===== src/rtl/ext_irq_ctrl_if.sv =====
// Bus between the external interrupt controller and its surroundings.
// The master side drives the peripheral lines, the mask and the ack. The slave side is the controller.
interface ext_irq_ctrl_if #(
  parameter int unsigned N   = 4,
  parameter int unsigned IDW = (N > 1) ? $clog2(N) : 1
);
  logic [N-1:0]   irq_in;
  logic           mask_we;
  logic [N-1:0]   mask_wdata;
  logic           ExtIAck;
  logic           ExtIRQ;
  logic [IDW-1:0] irq_id;
  logic [N-1:0]   pending;
  logic [N-1:0]   mask;

  modport master (
    output irq_in, mask_we, mask_wdata, ExtIAck,
    input  ExtIRQ, irq_id, pending, mask
  );

  modport slave (
    input  irq_in, mask_we, mask_wdata, ExtIAck,
    output ExtIRQ, irq_id, pending, mask
  );
endinterface


===== src/rtl/ext_irq_ctrl.sv =====
// External interrupt controller.
// It captures rising edges into a pending register and applies a mask. It holds one level request, for the lowest enabled source, until that request is acknowledged.
module ext_irq_ctrl #(
  parameter int unsigned N   = 4,
  parameter int unsigned IDW = (N > 1) ? $clog2(N) : 1
) (
  input  logic          clk,
  input  logic          reset,
  ext_irq_ctrl_if.slave bus
);

  typedef enum logic [1:0] {
    ST_IDLE = 2'd0,
    ST_REQ  = 2'd1,
    ST_GAP  = 2'd2
  } state_e;

  state_e         state_q, state_d;
  logic [N-1:0]   prev_q, prev_d;
  logic [N-1:0]   pending_q, pending_d;
  logic [N-1:0]   mask_q, mask_d;
  logic [IDW-1:0] irq_id_q, irq_id_d;
  logic           ext_irq_q, ext_irq_d;

  logic [N-1:0]   rise;
  logic [N-1:0]   eligible;
  logic [N-1:0]   clr;
  logic [IDW-1:0] sel_id;

  // Lowest-index enabled pending source (descending scan, last hit wins)
  always_comb begin
    eligible = pending_q & mask_q;
    sel_id   = '0;
    for (int i = int'(N) - 1; i >= 0; i--) begin
      if (eligible[i]) sel_id = IDW'(i);
    end
  end

  // Next-state, request and register update logic
  always_comb begin
    state_d   = state_q;
    irq_id_d  = irq_id_q;
    ext_irq_d = ext_irq_q;
    prev_d    = bus.irq_in;
    mask_d    = bus.mask_we ? bus.mask_wdata : mask_q;
    rise      = bus.irq_in & ~prev_q;
    clr       = '0;

    case (state_q)
      ST_IDLE: begin
        ext_irq_d = 1'b0;
        if (eligible != '0) begin
          state_d   = ST_REQ;
          irq_id_d  = sel_id;
          ext_irq_d = 1'b1;
        end
      end
      ST_REQ: begin
        ext_irq_d = 1'b1;
        if (bus.ExtIAck) begin
          for (int i = 0; i < int'(N); i++) begin
            clr[i] = (irq_id_q == IDW'(i));
          end
          state_d   = ST_GAP;
          ext_irq_d = 1'b0;
        end
      end
      ST_GAP: begin
        ext_irq_d = 1'b0;
        state_d   = ST_IDLE;
      end
      default: begin
        ext_irq_d = 1'b0;
        state_d   = ST_IDLE;
      end
    endcase

    // A new edge on the bit being acknowledged keeps it pending
    pending_d = (pending_q & ~clr) | rise;
  end

  always_ff @(posedge clk) begin
    if (reset) begin
      state_q   <= ST_IDLE;
      prev_q    <= '1;
      pending_q <= '0;
      mask_q    <= '0;
      irq_id_q  <= '0;
      ext_irq_q <= 1'b0;
    end else begin
      state_q   <= state_d;
      prev_q    <= prev_d;
      pending_q <= pending_d;
      mask_q    <= mask_d;
      irq_id_q  <= irq_id_d;
      ext_irq_q <= ext_irq_d;
    end
  end

  assign bus.ExtIRQ  = ext_irq_q;
  assign bus.irq_id  = irq_id_q;
  assign bus.pending = pending_q;
  assign bus.mask    = mask_q;

endmodule


===== src/flat_wrapper.sv =====
// flat-port wrapper written by rule: the top's interface ports become plain ports
module ext_irq_ctrl_flat 
#(
  parameter int unsigned N   = 4,
  parameter int unsigned IDW = (N > 1) ? $clog2(N) : 1
)
  (clk, reset, bus_irq_in, bus_mask_we, bus_mask_wdata, bus_ExtIAck, bus_ExtIRQ, bus_irq_id, bus_pending, bus_mask);
  ext_irq_ctrl_if #(.N(N), .IDW(IDW)) bus_i ();
  input  logic clk;
  input  logic reset;
  input wire logic [$bits(bus_i.irq_in)-1:0] bus_irq_in;
  input wire logic [$bits(bus_i.mask_we)-1:0] bus_mask_we;
  input wire logic [$bits(bus_i.mask_wdata)-1:0] bus_mask_wdata;
  input wire logic [$bits(bus_i.ExtIAck)-1:0] bus_ExtIAck;
  output wire logic [$bits(bus_i.ExtIRQ)-1:0] bus_ExtIRQ;
  output wire logic [$bits(bus_i.irq_id)-1:0] bus_irq_id;
  output wire logic [$bits(bus_i.pending)-1:0] bus_pending;
  output wire logic [$bits(bus_i.mask)-1:0] bus_mask;
  assign bus_i.irq_in = bus_irq_in;
  assign bus_i.mask_we = bus_mask_we;
  assign bus_i.mask_wdata = bus_mask_wdata;
  assign bus_i.ExtIAck = bus_ExtIAck;
  assign bus_ExtIRQ = bus_i.ExtIRQ;
  assign bus_irq_id = bus_i.irq_id;
  assign bus_pending = bus_i.pending;
  assign bus_mask = bus_i.mask;
  ext_irq_ctrl #(.N(N), .IDW(IDW)) u_core (.clk(clk), .reset(reset), .bus(bus_i));
endmodule

===== config.mk =====
export PLATFORM = sky130hd
export DESIGN_NAME = ext_irq_ctrl_flat
export DESIGN_NICKNAME = d
export VERILOG_FILES = /design/src/rtl/ext_irq_ctrl_if.sv /design/src/rtl/ext_irq_ctrl.sv /design/src/flat_wrapper.sv
export SDC_FILE = /design/constraint.sdc
export NUM_CORES = 1
export LEC_CHECK = 0
export CAP_MARGIN = 10
export CORE_AREA = 2 2 39 41
export DETAILED_ROUTE_END_ITERATION = 10
export DIE_AREA = 0 0 41 43
export DONT_BUFFER_PORTS = 1
export PLACE_DENSITY = 0.73
export SYNTH_ARGS = -nofsm -noshare
export SYNTH_HDL_FRONTEND = slang
export SYNTH_SLANG_ARGS = --single-unit

===== constraint.sdc =====
create_clock -name clk -period 1 [get_ports clk]
set_input_delay 0.2 -clock clk [delete_from_list [all_inputs] [get_ports clk]]
set_output_delay 0.2 -clock clk [all_outputs]
set_load 0.05 [all_outputs]

==> results.py <==
metrics = {
    "hold_path": {
        "worstHoldPathType": "in -> reg",
        "whs_endpoint": "u_core.prev_q[0]$_SDFF_PP1_",
        "holdCritStartpoint": "reset",
        "min_path_cells": 1,
    },
    "sta": {
        "worst_pin_slew_ns": 0.391,
        "fin_worst_skew_ns": 0.00157,
        "finalCriticalPeriod_ns": 1.11,
        "slew-limit-headroom_pct": 73.8,
        "worst_slack_ns": -0.115,
        "max_freq_ghz": 0.897,
        "setup_tns_ns": -0.655,
        "setup_viol": 13,
        "period_share_pct": 111,
        "slew_viol_final": 0,
        "hold_violations": 0,
        "rsz0062_at_grt": "yes",
    },
    "floorplanning": {
        "boundaryPins": 23,
        "die_w_um": 41,
        "initial_utilization_pct": 47.0,
        "die_area_mm2": 0.00176,
        "row_count": 14,
        "die_h_um": 43,
        "core_area_mm2": 0.00138,
    },
    "synthesis": {
        "synth_warnings": 0,
        "netlist.area_leader.share_pct": 52.3,
        "synth_area_um2": 651,
        "synth_seq_cells": 17,
        "synthCells": 61,
        "synth_cell_types": 22,
        "yosysTopAreaCell": "dfxtp_1",
        "synth-seq-area-share_pct": 52.3,
        "syn-num-nets": 73,
        "synth.avg_cell_area_um2": 10.7,
        "netlist_top_cells_area": "dfxtp_1, mux2i_1, a22o_4",
    },
    "route": {
        "ant_nets": 0,
        "vias": 567,
        "vias_per_cell": 5.56,
        "detail_route.wl_per_cell_um": 14.9,
        "wl_um": 1520,
        "drt_iter0_drc": 9,
        "post-route-drc-count": 0,
        "firstDrtPassIters": 4,
    },
    "cts": {
        "clk_pin_slew_ns": 0.09,
        "htreeDepth": 1,
        "cts_num_sinks": 17,
        "clock_path_buffers": 2,
        "clock-root-buffer": "clkbuf_4",
        "clk_latency_ns": 0.28,
        "cts_buffers": 3,
        "cts_tree": "done",
    },
    "global_route": {
        "grt_max_degree": 11,
        "gr-usage-all-layers_pct": 20.3,
        "overflow": 0,
        "grt_pass1_vias": 562,
        "antenna_found_initial": 0,
        "grt_pass1_wl_um": 2360,
    },
    "worst_setup_path": {
        "worstPathMaxFanout": 4,
        "reg2reg_depth": 4,
        "end_kind": "flop",
        "reg2reg_slack_ns": -0.11,
        "crit_type": "reg -> reg",
        "r2r-start": "u_core.bus.mask[1]$_SDFFE_PP0P_",
        "critPathLaunchType": "flop",
        "cp.arrival_ns": 1.30,
        "required_ns": 1.19,
        "worstReg2RegEnd": "u_core.bus.irq_id[0]$_SDFFE_PP0P_",
    },
    "finish": {
        "postLayoutCellArea_mm2": 0.00103,
        "drive_above_1_share_pct": 47.7,
        "syn_to_final_growth_pct": 58.8,
        "antenna_cells": 0,
        "layout.nets": 99,
    },
    "run_status": {
        "violations": "setup timing",
        "status": "finished with violations",
    },
    "power": {
        "p_per_area_mw_per_mm2": 1330,
        "ir_drop_mv": 1.10,
        "p_leak_nw": 0.417,
    },
    "job": {
        "maxCapViolCount": 0,
    },
    "placed_design": {
        "place.gp.congestion": 0.786,
        "dpl.hpwl_um": 1020,
        "place_area_um2": 808,
        "portBuffers": 0,
    },
}
-- flip-flops by register name (all words and copies together) (netlist names) --
signal              cells
u_core.prev_q           4
u_core.bus.ExtIRQ       1
u_core.bus.irq_id       2
u_core.state_q          2
u_core.bus.mask         4
u_core.bus.pending      4
-- cells in the final DEF, fill, tap and decap left out, drive strengths merged --
master,instances
buf,20
dfxtp,17
nor2,6
a21oi,5
nand2b,4
or2,4
mux2i,4
clkbuf,4
dlygate4sd3,3
o21ai,3
a22o,2
o311a,2
inv,2
nand2,2
o41ai,2
a211oi,1
nand4b,1
a32oi,1
a2111oi,1
a31o,1
nor3,1
-- timing repair --
| item | 4_1_cts | 5_1_grt |
|---|---|---|
| buffers inserted | 3 | 1 |
| endpoints found under the setup margin | 15 | 19 |
| gates resized for setup | 27 | 10 |
| hold buffers | 1 | 2 |
| gates cloned | 0 | 0 |
| pin swaps | 0 | 5 |
| hold endpoints to repair | 10 | 1 |
-- cells in the mapped netlist (all sizes together) --
master / count
nand2b: 4
o311a: 2
nor3: 1
nand2: 2
inv: 2
a21oi: 5
a2111oi: 1
a32oi: 1
dfxtp: 17
mux2i: 4
a211oi: 1
a22o: 2
o21ai: 3
clkbuf: 2
a31o: 1
o41ai: 2
nand4b: 1
or2: 4
nor2: 6
-- per-layer routing --
layer / GRT usage (%) / part of all wire, %
met3: 4.19 / 7.3
met5: 0 / 0
met1: 22.8 / 37
met4: 10.7 / 3.0
met2: 33.8 / 53
-- per-stage QoR --
step	hold WS [ns]	utilization, %	cells	setup WS, ns	power [mW]
after floorplan	0.297	-	61	-0.171	0.896
after global placement	0.262	58.4	91	-0.0766	0.948
after detailed placement	0.263	58.4	91	-0.0968	0.953
after CTS	0.0109	69.5	99	-0.105	1.35
after global routing	0.0120	74.7	102	-0.146	1.42
final	0.0105	74.7	102	-0.115	1.37
-- where the power goes --
part / internal (mW) / switching (mW) / leakage [nW]
clock network: 0.155 / 0.204 / 0.0150
logic: 0.138 / 0.137 / 0.255
registers: 0.700 / 0.0364 / 0.148
-- logic make-up (layout without fill, tap and decap cells) --
logic type             count (synthesis)  in the layout  synth area share, %
AOI/OAI and AO/OA                     18             18                 23.3
and+or+nand+nor                       18             18                 16.0
DFF                                   17             17                 52.3
muxes                                  4              4                 6.15
buffers and inverters                  4             29                 2.31
-- worst max-delay path, cell delays in order, from the launching register on --
cell       delay (ns)
dfxtp_4          0.36
a22o_4           0.27
o21ai_4          0.15
a2111oi_1        0.06
a31o_1           0.18
-- worst max-delay path by stage --
stage | start | to | cells past startpoint
after floorplan | u_core.bus.mask[1]$_SDFFE_PP0P_ | u_core.bus.irq_id[0]$_SDFFE_PP0P_ | 4
after global placement | u_core.bus.mask[1]$_SDFFE_PP0P_ | u_core.bus.irq_id[0]$_SDFFE_PP0P_ | 4
after detailed placement | u_core.bus.mask[1]$_SDFFE_PP0P_ | u_core.bus.irq_id[0]$_SDFFE_PP0P_ | 4
after CTS | u_core.bus.mask[1]$_SDFFE_PP0P_ | u_core.bus.irq_id[0]$_SDFFE_PP0P_ | 4
after global routing | u_core.bus.mask[1]$_SDFFE_PP0P_ | u_core.bus.irq_id[0]$_SDFFE_PP0P_ | 4
final | u_core.bus.mask[1]$_SDFFE_PP0P_ | u_core.bus.irq_id[0]$_SDFFE_PP0P_ | 4
-- area by class of cell --
type | instances | area [um2]
Sequential cell | 17 | 380
Fill cell | 104 | 350
Multi-Input combinational cell | 40 | 310
Timing Repair Buffer | 23 | 289
Clock buffer | 4 | 26.3
Tap cell | 16 | 20.0
Inverter | 2 | 7.51
Note: power is estimated with default switching activity, not from simulation.
==> RTL change 1 (config.mk and constraints unchanged) <==
Reset style: asynchronous (`reset`), changed in one clocked block.
--- a/src/rtl/ext_irq_ctrl.sv
+++ b/src/rtl/ext_irq_ctrl.sv
@@ -80,5 +80,5 @@
   end
 
-  always_ff @(posedge clk) begin
+  always_ff @(posedge clk or posedge reset) begin
     if (reset) begin
       state_q   <= ST_IDLE;
Check against the original RTL: differs if reset is asserted again (counterexample within 4 cycles, from zero or initial values and one cycle with reset high); with reset held inactive, the same outputs for 10 cycles.
==> RTL change 1 against the original RTL <==
The flow still finishes with violations (setup timing). First-iteration DRC count down 67%. Count of clock-buffer cells in the layout down 1. Cell area rose by 2.7%. Maximum frequency shrank 5.5%. Critical path depth shrank 2. Synthesized area increased by 1.7%. Routed wire length shrank 0.46%. Setup slack worse by 65 ps. Non-clock buffer count increased by 6. Sequential cell count did not move. Critical path type is now register to primary output. Critical endpoint is now bus_pending[0]. Highest routed layer unchanged.
Power is not compared: it rests on default switching activity, and its combinational part moved more than twofold at a synthesized area within 25%.
==> RTL change 1: results (changes against the original RTL) <==
* Status: finished, violations left
* Failing checks: setup timing
* CP delay by family, top: flip-flops
* Setup WS post-layout at -179 ps (-64.5 ps)
* Clk_skew at 6.55 ps (+4.97 ps)
* GR met3 Demand/Resource at 0.0471 (+0.00524)
* Top cells by count, synth: dfrtp_1, inv_1, a22o_1, nand2_1
* Post-Layout Cell Count at 101 (-0.98%)
* Layout cells sized above 1 at 0.600 (+0.123)
* Mean post-synth cell area at 12.7 µm² (+19%)
* Placed cell count at 85 (-6.6%)
* DPL Wire Length at 1060 µm (+3.3%)
* Largest net degree at the start of global routing at 18 (+7)
* Slowest cell delay on critical path at 430 ps (+70 ps)
* Synth warnings at 0 (unchanged)
* Top post-synthesis cells by area: dfrtp_1, dfstp_2, mux2_2
* Worst R2R Start: u_core.state_q[1]
* Top_reg_cell synth: dfrtp_1
* Met1 GRT Util at 0.251 (+0.0231)
* WP data arrival at 980 ps (-320 ps)
* Setup violations, final at 20 (+7)
* GR Util met2 at 0.331 (-0.00625)
* Layout net count at 98 (-1.0%)
* Setup WS pre-CTS at -53.6 ps (+43.3 ps)
* Overall Global Routing Usage at 0.208 (+0.00455)
* Fillers at 90 (-13%)
* Crit Path Max Fanout at 2 (-2)
* Critical path capture point: bus_pending[0]
* Leak at about 0.00048 µW
* Routability Congestion at 0.791 (+0.55%)
* Async SR Flop Fraction at 1.00 (+1.00)
* Slew @ Worst Pin at 234 ps (-157 ps)
* WL final at 1510 µm (-0.46%)
* Vias in the first global route at 573 (+2.0%)
* Synth cell types at 15 (-32%)
* Global-route wire length before repair at 2420 µm (+2.6%)
* Post-synthesis net count at 64 (-12%)
* Critical Path Source: u_core.bus.pending[0]
* First-iteration detailed-routing DRC count at 3 (-6)
* Via count at 536 (-5.5%)
* CTS Buf Count at 3 (unchanged)
* Worst reg-to-reg path cell count at 3 (-1)
* Final setup TNS at -1810 ps (-1150 ps)
* RR Endpoint: u_core.bus.pending[2]
-- RTL change 1: how the worst min path moves through the flow --
stage / from / end / slack [ps] / cells after the start
floorplan: reset / u_core.bus.ExtIRQ / 120 / 1
global route: bus_irq_in[1] / u_core.bus.pending[1] / 7 / 2
detailed placement: reset / u_core.bus.mask[0] / 110 / 2
finish: bus_irq_in[1] / u_core.bus.pending[1] / 20 / 2
CTS: bus_ExtIAck / u_core.state_q[0] / 10 / 1
global placement: reset / u_core.bus.mask[1] / 110 / 2
-- RTL change 1: layer usage --
metal	share of wire	routed length [µm]
met5	0	0
met4	0.014	21
met3	0.048	72
met2	0.51	768
met1	0.43	650
-- RTL change 1: area by class of cell --
class / count / area (µm²) / area share
Timing Repair Buffer: 29 / 317 / 0.298
Sequential cell: 17 / 442 / 0.416
Clock inverter: 1 / 5.00 / 0.00472
Tap cell: 16 / 20.0 / 0.0189
Clock buffer: 3 / 22.5 / 0.0212
Inverter: 7 / 26.3 / 0.0248
Multi-Input combinational cell: 28 / 229 / 0.216
-- RTL change 1: logic make-up (layout without fill, tap and decap cells) --
group                  Yosys count  in the layout  share of synthesized area
multiplexers                     4              4                     0.0680
flip-flops                      17             17                      0.650
AO/OA/AOI/OAI                   15             15                      0.164
buffers and inverters            7             40                     0.0397
AND/OR/NAND/NOR                  9              9                     0.0775
-- RTL change 1: repair_timing --
item	4_1_cts	5_1_grt
gates cloned	0	0
hold buffers	5	0
endpoints found under the setup margin	16	20
pin swaps	6	3
endpoints found under the hold margin	17	0
setup buffers	6	1
gates resized for setup	30	7
-- RTL change 1: report_power, final --
group / switching, µW / total, µW / internal [µW] / leakage, µW
Combinational: 981 / 1790 / 813 / 0.000282
Sequential: 190 / 1100 / 907 / 0.000179
Clock: 210 / 359 / 149 / 0.0000177
Total: 1380 / 3250 / 1870 / 0.000479
-- RTL change 1: per-stage QoR --
step | cell area, µm² | power, µW
after floorplan | 673 | 1920
after global placement | 821 | 2350
after detailed placement | 821 | 2390
after global routing | 1060 | 3410
after CTS | 1030 | 3160
final | 1060 | 3250
==> RTL change 2 (same settings) <==
Without the edit above. `N` is set to 4 in 3 places; all go to 2.
--- a/src/rtl/ext_irq_ctrl_if.sv
+++ b/src/rtl/ext_irq_ctrl_if.sv
@@ -2,5 +2,5 @@
 // The master side drives the peripheral lines, the mask and the ack. The slave side is the controller.
 interface ext_irq_ctrl_if #(
-  parameter int unsigned N   = 4,
+  parameter int unsigned N   = 2,
   parameter int unsigned IDW = (N > 1) ? $clog2(N) : 1
 );
--- a/src/rtl/ext_irq_ctrl.sv
+++ b/src/rtl/ext_irq_ctrl.sv
@@ -2,5 +2,5 @@
 // It captures rising edges into a pending register and applies a mask. It holds one level request, for the lowest enabled source, until that request is acknowledged.
 module ext_irq_ctrl #(
-  parameter int unsigned N   = 4,
+  parameter int unsigned N   = 2,
   parameter int unsigned IDW = (N > 1) ? $clog2(N) : 1
 ) (
--- a/src/flat_wrapper.sv
+++ b/src/flat_wrapper.sv
@@ -2,5 +2,5 @@
 module ext_irq_ctrl_flat 
 #(
-  parameter int unsigned N   = 4,
+  parameter int unsigned N   = 2,
   parameter int unsigned IDW = (N > 1) ? $clog2(N) : 1
 )
Ports: changed (5 resized); port bits go from 23 to 14. No check against the original RTL was run, so the function may have changed too.
==> RTL change 2 against the original RTL <==
Power is 35% lower. Setup slack improved by 140 ps. Synthesized area decreased by 45%. Sequential cell count is 7 lower. Routed wire length fell by 56%. Critical path depth down 3. Cell area decreased by 51%. Critical endpoint is now bus_mask[1]. Largest power group unchanged. Highest routed layer unchanged.
==> RTL change 2: results (changes against the original RTL) <==
* RR Endpoint: u_core.bus.pending[0]
* Post-synthesis net count at 42 (-42%)
* Worst-Skew Late Latency at 260 ps (-20 ps)
* Worst R2R Start: u_core.state_q[1]
* Routability Congestion at 0.787 (about the same)
* CP delay by family, top: flip-flops
* Layout cells sized above 1 at 0.467 (-0.0101)
* First-iteration detailed-routing DRC count at 4 (-5)
* DR WL/cell at 10.9 µm (-27%)
* Top cells by count, synth: dfxtp_1, a21oi_1, nor2_1
* Via count at 275 (-51%)
* Final hold slack at 2.65 ps (-7.87 ps)
* Top post-synthesis cells by area: dfxtp_1, a21oi_1, mux2i_1
* Synth cell types at 16 (-27%)
* Status: finished, final reports clean
* Largest net degree at the start of global routing at 8 (-3)
* Initial DRT Pass Iterations at 2 (-2)
* FF-to-FF setup slack at 120 ps (+230 ps)
* Fillers at 139 (+34%)
* Post-Syn Instances at 34 (-44%)
* CTS clk-pin slew, worst paths at 70 ps (-20 ps)
* Peak supply drop at 0.000752 V (-32%)
* Clk_skew at 3.83 ps (+2.25 ps)
* Sw Pwr at 209 µW (-45%)
* Post-Layout Cell Count at 61 (-40%)
* Layout net count at 54 (-45%)
* Crit Path Max Fanout at 3 (-1)
* Leak at 0.000197 µW (-53%)
* WP data arrival at 780 ps (-520 ps)
* Worst reg-to-reg path cell count at 3 (-1)
* Placed cell count at 55 (-40%)
* Overall Global Routing Usage at 0.0971 (-0.106)
* Slew @ Worst Pin at 178 ps (-213 ps)
* Seq/Total Area, Yosys at 0.563 (+0.0403)
==> RTL change 2: kinds of logic after synthesis <==
group | Yosys count | share of synthesized area
buffers and inverters | 2 | 0.0246
AO/OA/AOI/OAI | 9 | 0.151
multiplexers | 2 | 0.0563
AND/OR/NAND/NOR | 11 | 0.204
flip-flops | 10 | 0.563
==> RTL change 2: worst min-delay path by stage <==
stage,depth (start not counted),startpoint,end
floorplan,1,bus_irq_in[0],u_core.prev_q[0]
global placement,1,reset,u_core.bus.pending[1]
detailed placement,1,reset,u_core.bus.pending[1]
CTS,1,reset,u_core.bus.ExtIRQ
global route,1,reset,u_core.state_q[1]
finish,1,reset,u_core.state_q[1]
==> RTL change 2: metal layers <==
metal / global-route usage / wire [µm]
met1: 0.122 / 276
met2: 0.128 / 332
met3: 0.0471 / 47
met4: 0.0600 / 6
met5: 0 / 0
==> RTL change 2: final cells by class <==
class	count	area share
well taps	16	0.0393
repair buffers	8	0.179
multi-input cells	22	0.287
inverters	1	0.00737
clock buffers	4	0.0713
flip-flops and latches	10	0.415
==> RTL change 2: power by group through the flow <==
stage	Sequential [µW]	Clock, µW	Combinational [µW]
4_1_cts	430	356	92.7
5_1_grt	430	379	107
3_3_place_gp	437	0	81.2
2_1_floorplan	473	0	29.3
6_report	427	361	100
3_5_place_dp	437	0	81.6
==> RTL change 2: timing repair <==
item	4_1_cts	5_1_grt
resized for setup	4	5
setup endpoints to repair	4	3
hold endpoints to repair	4	2
hold buffers	1	1
buffers inserted	0	0
==> RTL change 2: metrics by stage <==
step / setup WS, ps / cell area, µm² / power, µW / setup TNS, ps
final: 21.7 / 509 / 888 / 0
after global routing: -4.02 / 509 / 915 / -4.02
after CTS: 10.3 / 483 / 878 / 0
after detailed placement: 120 / 422 / 519 / 0
after global placement: 132 / 422 / 518 / 0
after floorplan: 81.0 / 362 / 502 / 0
